<file path="src/rtl/input_conditioner.sv">
// Player-control conditioner: synchronise, debounce, merge with keyboard,
// clean opposing directions, stretch coin and track the scanline combo.
module input_conditioner #(
   parameter int DEB_BITS    = 16,
   parameter int COIN_CYCLES = 800000
) (
   input  logic       clk_i,
   input  logic       res_n_i,
   input  logic [5:0] joy_n_i,
   input  logic [2:0] btn_n_i,
   input  logic [8:0] kbd_i,
   output logic [8:0] ctl_o,
   output logic [1:0] scan_o
);

   localparam int HOLD_W = (COIN_CYCLES > 1) ? $clog2(COIN_CYCLES) : 1;
   localparam logic [HOLD_W-1:0]   HOLD_LOAD = HOLD_W'(COIN_CYCLES - 1);
   localparam logic [HOLD_W-1:0]   HOLD_ONE  = HOLD_W'(1);
   localparam logic [DEB_BITS-1:0] DEB_MAX   = '1;
   localparam logic [DEB_BITS-1:0] DEB_ONE   = DEB_BITS'(1);

   logic [8:0]          w_raw_n;
   logic [8:0]          r_sync1;
   logic [8:0]          r_sync2;
   logic [8:0]          r_stable;
   logic [DEB_BITS-1:0] r_cnt [9];
   logic [8:0]          w_phys;
   logic [8:0]          w_m;
   logic                w_combo;
   logic                w_combo_rise;
   logic                w_coin_rise;
   logic                r_coin_prev;
   logic                r_combo_prev;
   logic                r_hold_act;
   logic [HOLD_W-1:0]   r_hold_cnt;
   logic [1:0]          r_scan;
   logic [8:0]          r_ctl;
   logic [8:0]          w_ctl_d;

   assign w_raw_n = {joy_n_i[5], btn_n_i[2], btn_n_i[1], btn_n_i[0],
                     joy_n_i[4], joy_n_i[3:0]};

   // Two-flop synchroniser and per-bit debounce, kept in raw active-low sense.
   always_ff @(posedge clk_i or negedge res_n_i) begin
      if (!res_n_i) begin
         r_sync1  <= 9'h1FF;
         r_sync2  <= 9'h1FF;
         r_stable <= 9'h1FF;
         for (int i = 0; i < 9; i++) begin
            r_cnt[i] <= '0;
         end
      end else begin
         r_sync1 <= w_raw_n;
         r_sync2 <= r_sync1;
         for (int i = 0; i < 9; i++) begin
            if (r_sync2[i] == r_stable[i]) begin
               r_cnt[i] <= '0;
            end else if (r_cnt[i] == DEB_MAX) begin
               r_stable[i] <= r_sync2[i];
               r_cnt[i]    <= '0;
            end else begin
               r_cnt[i] <= r_cnt[i] + DEB_ONE;
            end
         end
      end
   end

   assign w_phys       = ~r_stable;
   assign w_m          = w_phys | kbd_i;
   assign w_combo      = w_phys[5] & w_phys[6];
   assign w_combo_rise = w_combo & ~r_combo_prev;
   assign w_coin_rise  = w_m[7] & ~r_coin_prev;

   // Coin hold: the triggering clock is the first high clock, so load C-1.
   always_ff @(posedge clk_i or negedge res_n_i) begin
      if (!res_n_i) begin
         r_coin_prev <= 1'b0;
         r_hold_act  <= 1'b0;
         r_hold_cnt  <= '0;
      end else begin
         r_coin_prev <= w_m[7];
         if (r_hold_act) begin
            if (r_hold_cnt <= HOLD_ONE) begin
               r_hold_act <= 1'b0;
               r_hold_cnt <= '0;
            end else begin
               r_hold_cnt <= r_hold_cnt - HOLD_ONE;
            end
         end else if (w_coin_rise) begin
            r_hold_cnt <= HOLD_LOAD;
            r_hold_act <= (COIN_CYCLES > 1);
         end
      end
   end

   // Scanline mode advances on each rising edge of the physical start combo.
   always_ff @(posedge clk_i or negedge res_n_i) begin
      if (!res_n_i) begin
         r_combo_prev <= 1'b0;
         r_scan       <= 2'd0;
      end else begin
         r_combo_prev <= w_combo;
         if (w_combo_rise) begin
            r_scan <= r_scan + 2'd1;
         end
      end
   end

   // Next control word: opposing-direction cleanup, start masking, coin stretch.
   always_comb begin
      w_ctl_d    = w_m;
      w_ctl_d[7] = r_hold_act | w_m[7];
      if (w_m[0] & w_m[1]) begin
         w_ctl_d[1:0] = 2'b00;
      end else begin
         w_ctl_d[1:0] = w_m[1:0];
      end
      if (w_m[2] & w_m[3]) begin
         w_ctl_d[3:2] = 2'b00;
      end else begin
         w_ctl_d[3:2] = w_m[3:2];
      end
      if (w_combo) begin
         w_ctl_d[6:5] = 2'b00;
      end else begin
         w_ctl_d[6:5] = w_m[6:5];
      end
   end

   // Registered control output.
   always_ff @(posedge clk_i or negedge res_n_i) begin
      if (!res_n_i) begin
         r_ctl <= 9'h000;
      end else begin
         r_ctl <= w_ctl_d;
      end
   end

   assign ctl_o  = r_ctl;
   assign scan_o = r_scan;

endmodule

</file>
<file path="config.mk">
export PLATFORM = sky130hd
export DESIGN_NAME = input_conditioner
export DESIGN_NICKNAME = d
export VERILOG_FILES = /design/src/rtl/input_conditioner.sv
export SDC_FILE = /design/constraint.sdc
export NUM_CORES = 1
export LEC_CHECK = 0
export ABC_AREA = 1
export CAP_MARGIN = 0
export CELL_PAD_IN_SITES_DETAIL_PLACEMENT = 1
export CELL_PAD_IN_SITES_GLOBAL_PLACEMENT = 1
export CORE_AREA = 2 2 148 150
export DETAILED_ROUTE_END_ITERATION = 8
export DIE_AREA = 0 0 150 152
export DONT_BUFFER_PORTS = 1
export PLACE_DENSITY_LB_ADDON = 0.08
export SLEW_MARGIN = 5
export SYNTH_ARGS = -nofsm -noshare
export SYNTH_HDL_FRONTEND = slang
export SYNTH_SLANG_ARGS = --single-unit
</file>
<file path="constraint.sdc">
create_clock -name clk_i -period 1.7 [get_ports clk_i]
set_clock_uncertainty 0.1 [all_clocks]
set_input_delay 0.17 -clock clk_i [delete_from_list [all_inputs] [get_ports clk_i]]
set_output_delay 0.17 -clock clk_i [all_outputs]
set_load 0.05 [all_outputs]
</file>
==> results.md, run 1 <==
* Via count at 8311
* Area leader, netlist: dfrtp_1
* Total CTS buffers at 24
* Worst EP arrival at 1930 ps
* Placed Instance Area at 0.0107 mm2
* Top Ports at 31
* Final wirelength at 24900 um
* Final Worst Setup Slack at about 43 ps
* Fin crit period at 1660 ps
* Yosys cell types at 41
* ANT cells at 0
* GPL Wtd Cong at 0.825
* Final setup vio count at 0
* Initial antenna violation count at 0
* Mapped Area at 0.0102 mm2
* Initial DRC count at 305
* Routed Antenna Nets at 0
* Slew Viols, Final at 0
* Hold Worst Slack at -751 ps
* FFs w/ async S/R, synth at 100%
* Setup crit start kind: flop
* VDD IR-drop max at 0.000769 V
* Slew @ Worst Pin at 647 ps
* Root buffer cell: clkbuf_16
* Drt pass-1 iters at 4
* Initial Util at 47.9%
* DR vias/cell at 5.21
* Post-CTS Hold Buffers at 20
* Commonest cells in the synthesized netlist: nand2_1 (251), nor2_1 (204), dfrtp_1 (178)
* Worst R2R Setup Slack at between 40 and 50 ps
* Violated checks: negative hold slack
* Share of post-route cells with drive strength above 1 at 17.4%
* Most frequent cell after synthesis: nand2_1
* CP max stage cell: dfrtp_1
* Vias in the first global route at just under 9000
* Outcome: finished, violations left
* Met1 Wirelength at 11000 um
* Post-route clock period utilization at 97.5%
* Core Area at approximately 0.021 mm2
* Pre-CTS setup slack at -37.8 ps
* RSZ-0062 raised after global routing: yes
* TritonCTS clock tree: yes
* Max_slew headroom at between 50% and 60%
* Dpl hpwl at 16000 um
* Fin area at approximately 0.012 mm2
* Die width at 150 um
* Mean Syn Cell Area at 8.50 um2
* Drt drc at 0
* Final Hold Fails at around 210
* Commonest register cell after synthesis: dfrtp_1
* Fin Setup TNS at 0 ps
* Synthesized flop and latch total at between 200 and 250
* Syn_nets at roughly 1200
* Worst-path clk slew at 60 ps
* Required time worst endpoint at 1970 ps
* # port buffers at 0
* Die height at between 150 and 200 um
* Crit end category: flop
* Die Area at 0.0228 mm2
* Top layer in use: met4
* Crit-path max cell delay at between 400 and 500 ps
* WL met2 at 12900 um
* Max FO, Critical Path at 5
* Critical Path, Cell by Cell: buf_4 > nand3_2 > nor3_4 > buf_4 > nand3_1 > nand3_1 > nor2_1
* Pin count of the biggest net entering global routing at ~210
* Overall power at 10500 uW
* Post-synth EDFFs at 0
* Average wire per standard cell at 15.6 um
* Final #Nets at 1327
* Grt total ovfl at 0
* First-pass GRT wire length at 41400 um
* Top cell type's share of synthesized area at 43.5%
* Cells taking the most area after synthesis: dfrtp_1 (44%), nand2_1 (9.2%), nor2_1 (7.5%)
* Final Util at a little under three fifths
* Fmax at approximately 600 MHz
* Worst hold path type: in -> async
* Crit Path Category: reg -> reg
* P&R area growth vs syn at 19.6%
* Synthesized instance count at 1203
* Ys Warns at 0
* Met3 WL post-DR at 469 um
* Maxcap violations at 0
* Clk sinks at between 200 and 250
* CTS Buffer Depth at 3
* Total GRT Usage at 21.8%
* Register area share after synthesis at 50.5%
* # rows at 54
* Static Leak at 0.00531 uW
* # H-tree levels at 1
* Clk_lat worst skew at ~500 ps
* Power Dens Cells at between 800 and 900 mW/mm2
## cell families after synthesis
| logic type | count (synthesis) | synth area share (%) |
|---|---|---|
| xor gates and xnor gates | 79 | 6.76 |
| and+or+nand+nor | 708 | 32.3 |
| AOI/OAI and AO/OA | 71 | 4.20 |
| buffers and inverters | 129 | 4.88 |
| DFF | 205 | 50.5 |
| adders and majority gates | 11 | 1.35 |
## final timing paths
| check | cells past startpoint | end | from |
|---|---|---|---|
| min | 0 | r_cnt[10] | res_n_i |
| max in group asynchronous | 0 | r_hold_cnt[1] | res_n_i |
| min reg2reg | 0 | r_sync2[5] | r_sync1[5] |
| max | 7 | r_cnt[105] | r_cnt[97] |
| min in group clk_i | 1 | r_sync1[8] | joy_n_i[5] |
| max reg2reg | 7 | r_cnt[105] | r_cnt[97] |
## registers in the layout, indices dropped and copies added, names as in the netlist
signal	flops
ctl_o	9
r_stable	9
r_sync1	9
r_hold_act	1
r_hold_cnt	20
r_sync2	9
scan_o	2
r_combo_prev	1
r_cnt	144
r_coin_prev	1
## layout make-up
| class | count | area [um2] |
|---|---|---|
| timing repair buffer | 73 | 602 |
| inverter | 123 | 468 |
| fill | 2513 | 9120 |
| sequential | 205 | 5160 |
| clock buffer | 37 | 701 |
| multi-input combinational | 869 | 4860 |
| clock inverter | 7 | 85.1 |
| tap | 280 | 350 |
## per-stage QoR
stage,instances,hold WS (ps)
2_1_floorplan,1203,-226
3_3_place_gp,1502,-221
3_5_place_dp,1502,-221
4_1_cts,1575,-771
5_1_grt,1594,-774
6_report,1594,-751
## timing repair
action,4_1_cts,5_1_grt
setup endpoints to repair,25,103
resized for setup,10,63
gates cloned,0,0
hold endpoints to repair,224,205
pin swaps,6,19
buffers inserted,9,19
## cells in the final DEF (no fill, tap or decap), types with 9 or more instances in the layout
master and count:
inv_2 11, nor3_1 37, o21ai_0 15, dfrtp_1 178, nor3b_1 12, nor3_2 12, xor2_1 45, dlygate4sd3_1 20
nor2_4 13, dfstp_2 27, nand3_1 93, xnor2_1 34, nand4_1 41, o21ai_1 11, buf_4 52, nor2_2 18
a21oi_1 19, nand3_2 12, clkbuf_1 9, clkbuf_16 25, nor2_1 193, inv_1 105, nand2_1 245
## layer usage
metal / vias up / GRT usage (%)
li1: 4087 / -
met3: 44 / 2.79
met4: 0 / 5.66
met2: 65 / 38.9
met5: - / 0
met1: 4115 / 27.8
## power by group
| group | internal, uW | switching, uW | leakage, uW | total [uW] |
|---|---|---|---|---|
| clock | 3130 | 2020 | 0.000388 | 5150 |
| sequential | 4970 | 69.3 | 0.00265 | 5040 |
| combinational | 143 | 153 | 0.00227 | 296 |
| total | 8250 | 2240 | 0.00531 | 10500 |
## critical path: cells and delay by family, from the launching register on
kind	cells	cell delay, ps
and+or+nand+nor	5	690
DFF	1	410
buffers and inverters	2	310
Note: power is estimated with default switching activity, not from simulation.
==> run 2: changes to the inputs <==
- CAP_MARGIN: 0 -> 20
==> results of run 2 <==
Final layout, timing and power as in run 1 (identical DEF).
==> run 3: changes to the inputs <==
- CORE_AREA: 2 2 148 150 -> 2 2 141 157
- DIE_AREA: 0 0 150 152 -> 0 0 143 159
==> run 3 against run 2 <==
  * Critical path depth is 1 higher
  * Register-to-register slack worse by 70 ps
  * Routed wire length down 1.2%
  * Non-clock buffer count down 10
  * Hold slack worse by 8.2 ps
  * The run ends with negative hold slack, negative setup slack left
  * Total power grew 1.3%
  * Global-route usage is 0.33 points lower
  * Combinational power about the same
  * Die area is 0.28% lower
  * Core utilization rose by 0.79 points
  * Highest routed layer unchanged
  * Largest power group unchanged
  * First-iteration DRC count down 23%
==> results.md, run 3 (synthesis gave the netlist of run 1 again) <==
* Pint at 8360 uW (was 8250 uW)
* First-pass GRT wire length at 41000 um (was 41400 um)
* Final #Nets at 1317 (was 1327)
* Fmax at 580 MHz (was 603 MHz)
* Critical Path, Cell by Cell: ha_4 > nand3_4 > nor2_4 > nand2_2 > inv_2 > nand3_4 > o21ai_4 > nor2_1 (was buf_4 > nand3_2 > nor3_4 > buf_4 > nand3_1 > nand3_1 > nor2_1)
* Most frequent cells in the layout: nand2_1 (244), nor2_1 (195), dfrtp_1 (177) (was nand2_1 (245), nor2_1 (193), dfrtp_1 (178))
* Crit-path max cell delay at 420 ps (was 410 ps)
* Sw power at 2260 uW (was 2240 uW)
* Commonest non-fill, non-tap cell in the layout: nand2_1 (unchanged)
* Required time worst endpoint at 2000 ps (was 1970 ps)
* Worst hold path type: in -> async (unchanged)
* Power Dens Cells at 868 mW/mm2 (was 858 mW/mm2)
* Clk sinks at 205 (unchanged)
* CP max stage cell: dfrtp_1 (unchanged)
* Initial antenna violation count at 0 (unchanged)
* Die height at 159 um (was 152 um)
* Top Ports at 31 (unchanged)
* Setup crit start kind: flop (unchanged)
* Pre-CTS setup slack at -30.8 ps (was -37.8 ps)
* Post-CTS Hold Buffers at 18 (was 20)
* Clk network pwr share at 49.7% (was 49.1%)
* CTS Buffer Depth at 3 (unchanged)
* Register share of total power at 47.5% (was 48.1%)
* Largest regs: r_cnt x144, r_hold_cnt x20 (unchanged)
* Outcome: finished, violations left (unchanged)
* # H-tree levels at 1 (unchanged)
* Pin count of the biggest net entering global routing at 206 (unchanged)
* Final wirelength at 24600 um (was 24900 um)
* Sw Share at 21.3% (was 21.4%)
* Grt total ovfl at 0 (unchanged)
* VDD IR-drop max at 0.00103 V (was 0.000769 V)
* Core Area at 0.0211 mm2 (was 0.0214 mm2)
* Violated checks: negative hold slack, negative setup slack (was negative hold slack)
* Slew Viols, Final at 0 (unchanged)
* Total GRT Usage at 21.5% (was 21.8%)
* Crit Reg-Reg Startpoint: r_cnt[0] (was r_cnt[97])
* Hold Worst Slack at -759 ps (was -751 ps)
* Maxcap violations at 0 (unchanged)
* DR vias/cell at 5.16 (was 5.21)
* Comb pwr share at 2.8% (about the same)
* Total CTS buffers at 24 (unchanged)
* Max FO, Critical Path at 6 (was 5)
* Post-route clock period utilization at 101% (was 97.5%)
* Die Area at 0.0227 mm2 (was 0.0228 mm2)
* GPL Wtd Cong at 0.797 (was 0.825)
* Placed Cells at 1516 (was 1502)
* Die width at 143 um (was 150 um)
* Biggest register: r_cnt (unchanged)
* Crit Path Category: reg -> reg (unchanged)
* Share of post-route cells with drive strength above 1 at 17.6% (was 17.4%)
* Critical Path Source: r_cnt[0] (was r_cnt[97])
* Dpl hpwl at 16300 um (was 16000 um)
* Vias in the first global route at 8575 (was 8816)
* Clk_lat worst skew at 520 ps (was 510 ps)
* Static Leak at 0.00520 uW (was 0.00531 uW)
* Worst-path clk slew at 60 ps (about the same)
* Max_slew headroom at 64.6% (was 56.9%)
* Slew @ Worst Pin at 531 ps (was 647 ps)
* ANT cells at 0 (unchanged)
* Initial DRC count at 235 (was 305)
* Drt pass-1 iters at 4 (unchanged)
* Final Worst Setup Slack at -24.0 ps (was 42.8 ps)
* Root buffer cell: clkbuf_16 (unchanged)
* Final Hold Fails at 205 (unchanged)
* Via count at 8230 (was 8311)
* Drt drc at 0 (unchanged)
* Initial Util at 48.5% (was 47.9%)
* Crit end category: flop (unchanged)
* Largest register FFs at 144 (unchanged)
* # port buffers at 0 (unchanged)
* TritonCTS clock tree: yes (unchanged)
* Worst R2R Setup Slack at -20 ps (was 40 ps)
* Most frequent CP cell: nand3_4
* P&R area growth vs syn at 19.7% (was 19.6%)
* Routed Antenna Nets at 0 (unchanged)
* Fin crit period at 1720 ps (was 1660 ps)
* Average wire per standard cell at 15.4 um (was 15.6 um)
* Worst EP arrival at 2020 ps (was 1930 ps)
* Final setup vio count at 4 (was 0)
* Non-Filler Instances at 1594 (unchanged)
* RSZ-0062 raised after global routing: yes (unchanged)
* Final-layout fill cell count at 2470 (was 2513)
* # rows at 56 (was 54)
[run 3: cell count changes in the layout (fill, tap and decap cells not counted), sizes merged]
| cell | previous run | this run |
|---|---|---|
| buf | 53 | 45 |
| clkbuf | 37 | 35 |
| dlygate4sd3 | 20 | 18 |
| clkinv | 10 | 11 |
| clkinvlp | 0 | 1 |
[run 3: path summary, 6_finish.rpt]
kind,endpoint,cells past startpoint
min reg2reg,r_sync2[8],0
max in group asynchronous,r_sync1[7],0
min,r_cnt[60],0
max reg2reg,r_cnt[7],8
max,r_cnt[7],8
min in group clk_i,r_sync1[3],1
[run 3: area by class of cell]
class                   instances  area, um2  share of cell area, %
clock buffers                  35        722                   5.89
well taps                     290        363                   2.96
repair buffers                 63        518                   4.23
clock inverters                 9        109                  0.889
multi-input cells             869       4900                   40.0
inverters                     123        467                   3.81
flip-flops and latches        205       5160                   42.2
[run 3: power groups by stage]
stage / Sequential [uW] / Combinational (uW) / Clock, uW
2_1_floorplan: 5100 / 147 / 0
3_3_place_gp: 5110 / 206 / 0
3_5_place_dp: 5110 / 212 / 0
4_1_cts: 5030 / 254 / 5430
5_1_grt: 5050 / 336 / 5660
6_report: 5040 / 297 / 5290
[run 3: per-layer routing]
metal | routed length [um] | GRT usage [%] | vias up | part of all wire (%)
li1 | - | - | 4067 | -
met1 | 10700 | 27.4 | 4068 | 44
met2 | 12900 | 39.1 | 67 | 53
met3 | 595 | 3.13 | 28 | 2.4
met4 | 282 | 3.38 | 0 | 1.1
met5 | 0 | 0 | - | 0
[run 3: through the flow]
stage	area (um2)	hold slack, ps	util [%]	setup TNS [ps]	total power (uW)
after floorplan	10200	-226	-	0	5250
after global placement	10800	-220	51.1	0	5310
after detailed placement	10800	-221	51.1	-269	5320
after CTS	11800	-769	56.0	0	10700
after global routing	12200	-786	58.1	-2220	11000
final	12200	-759	58.1	-49.0	10600
[run 3: critical path, delay by kind of cell, from the launching register on]
kind	cells	cell delay [ps]
flops	1	420
compound gates	1	270
fa+ha+maj	1	180
buf+inv	1	100
simple gates	5	530
[run 3: timing repair]
item	CTS	global route
pin swaps	0	26
endpoints found under the setup margin	22	93
resized for setup	4	71
setup buffers	0	16
hold endpoints to repair	224	205
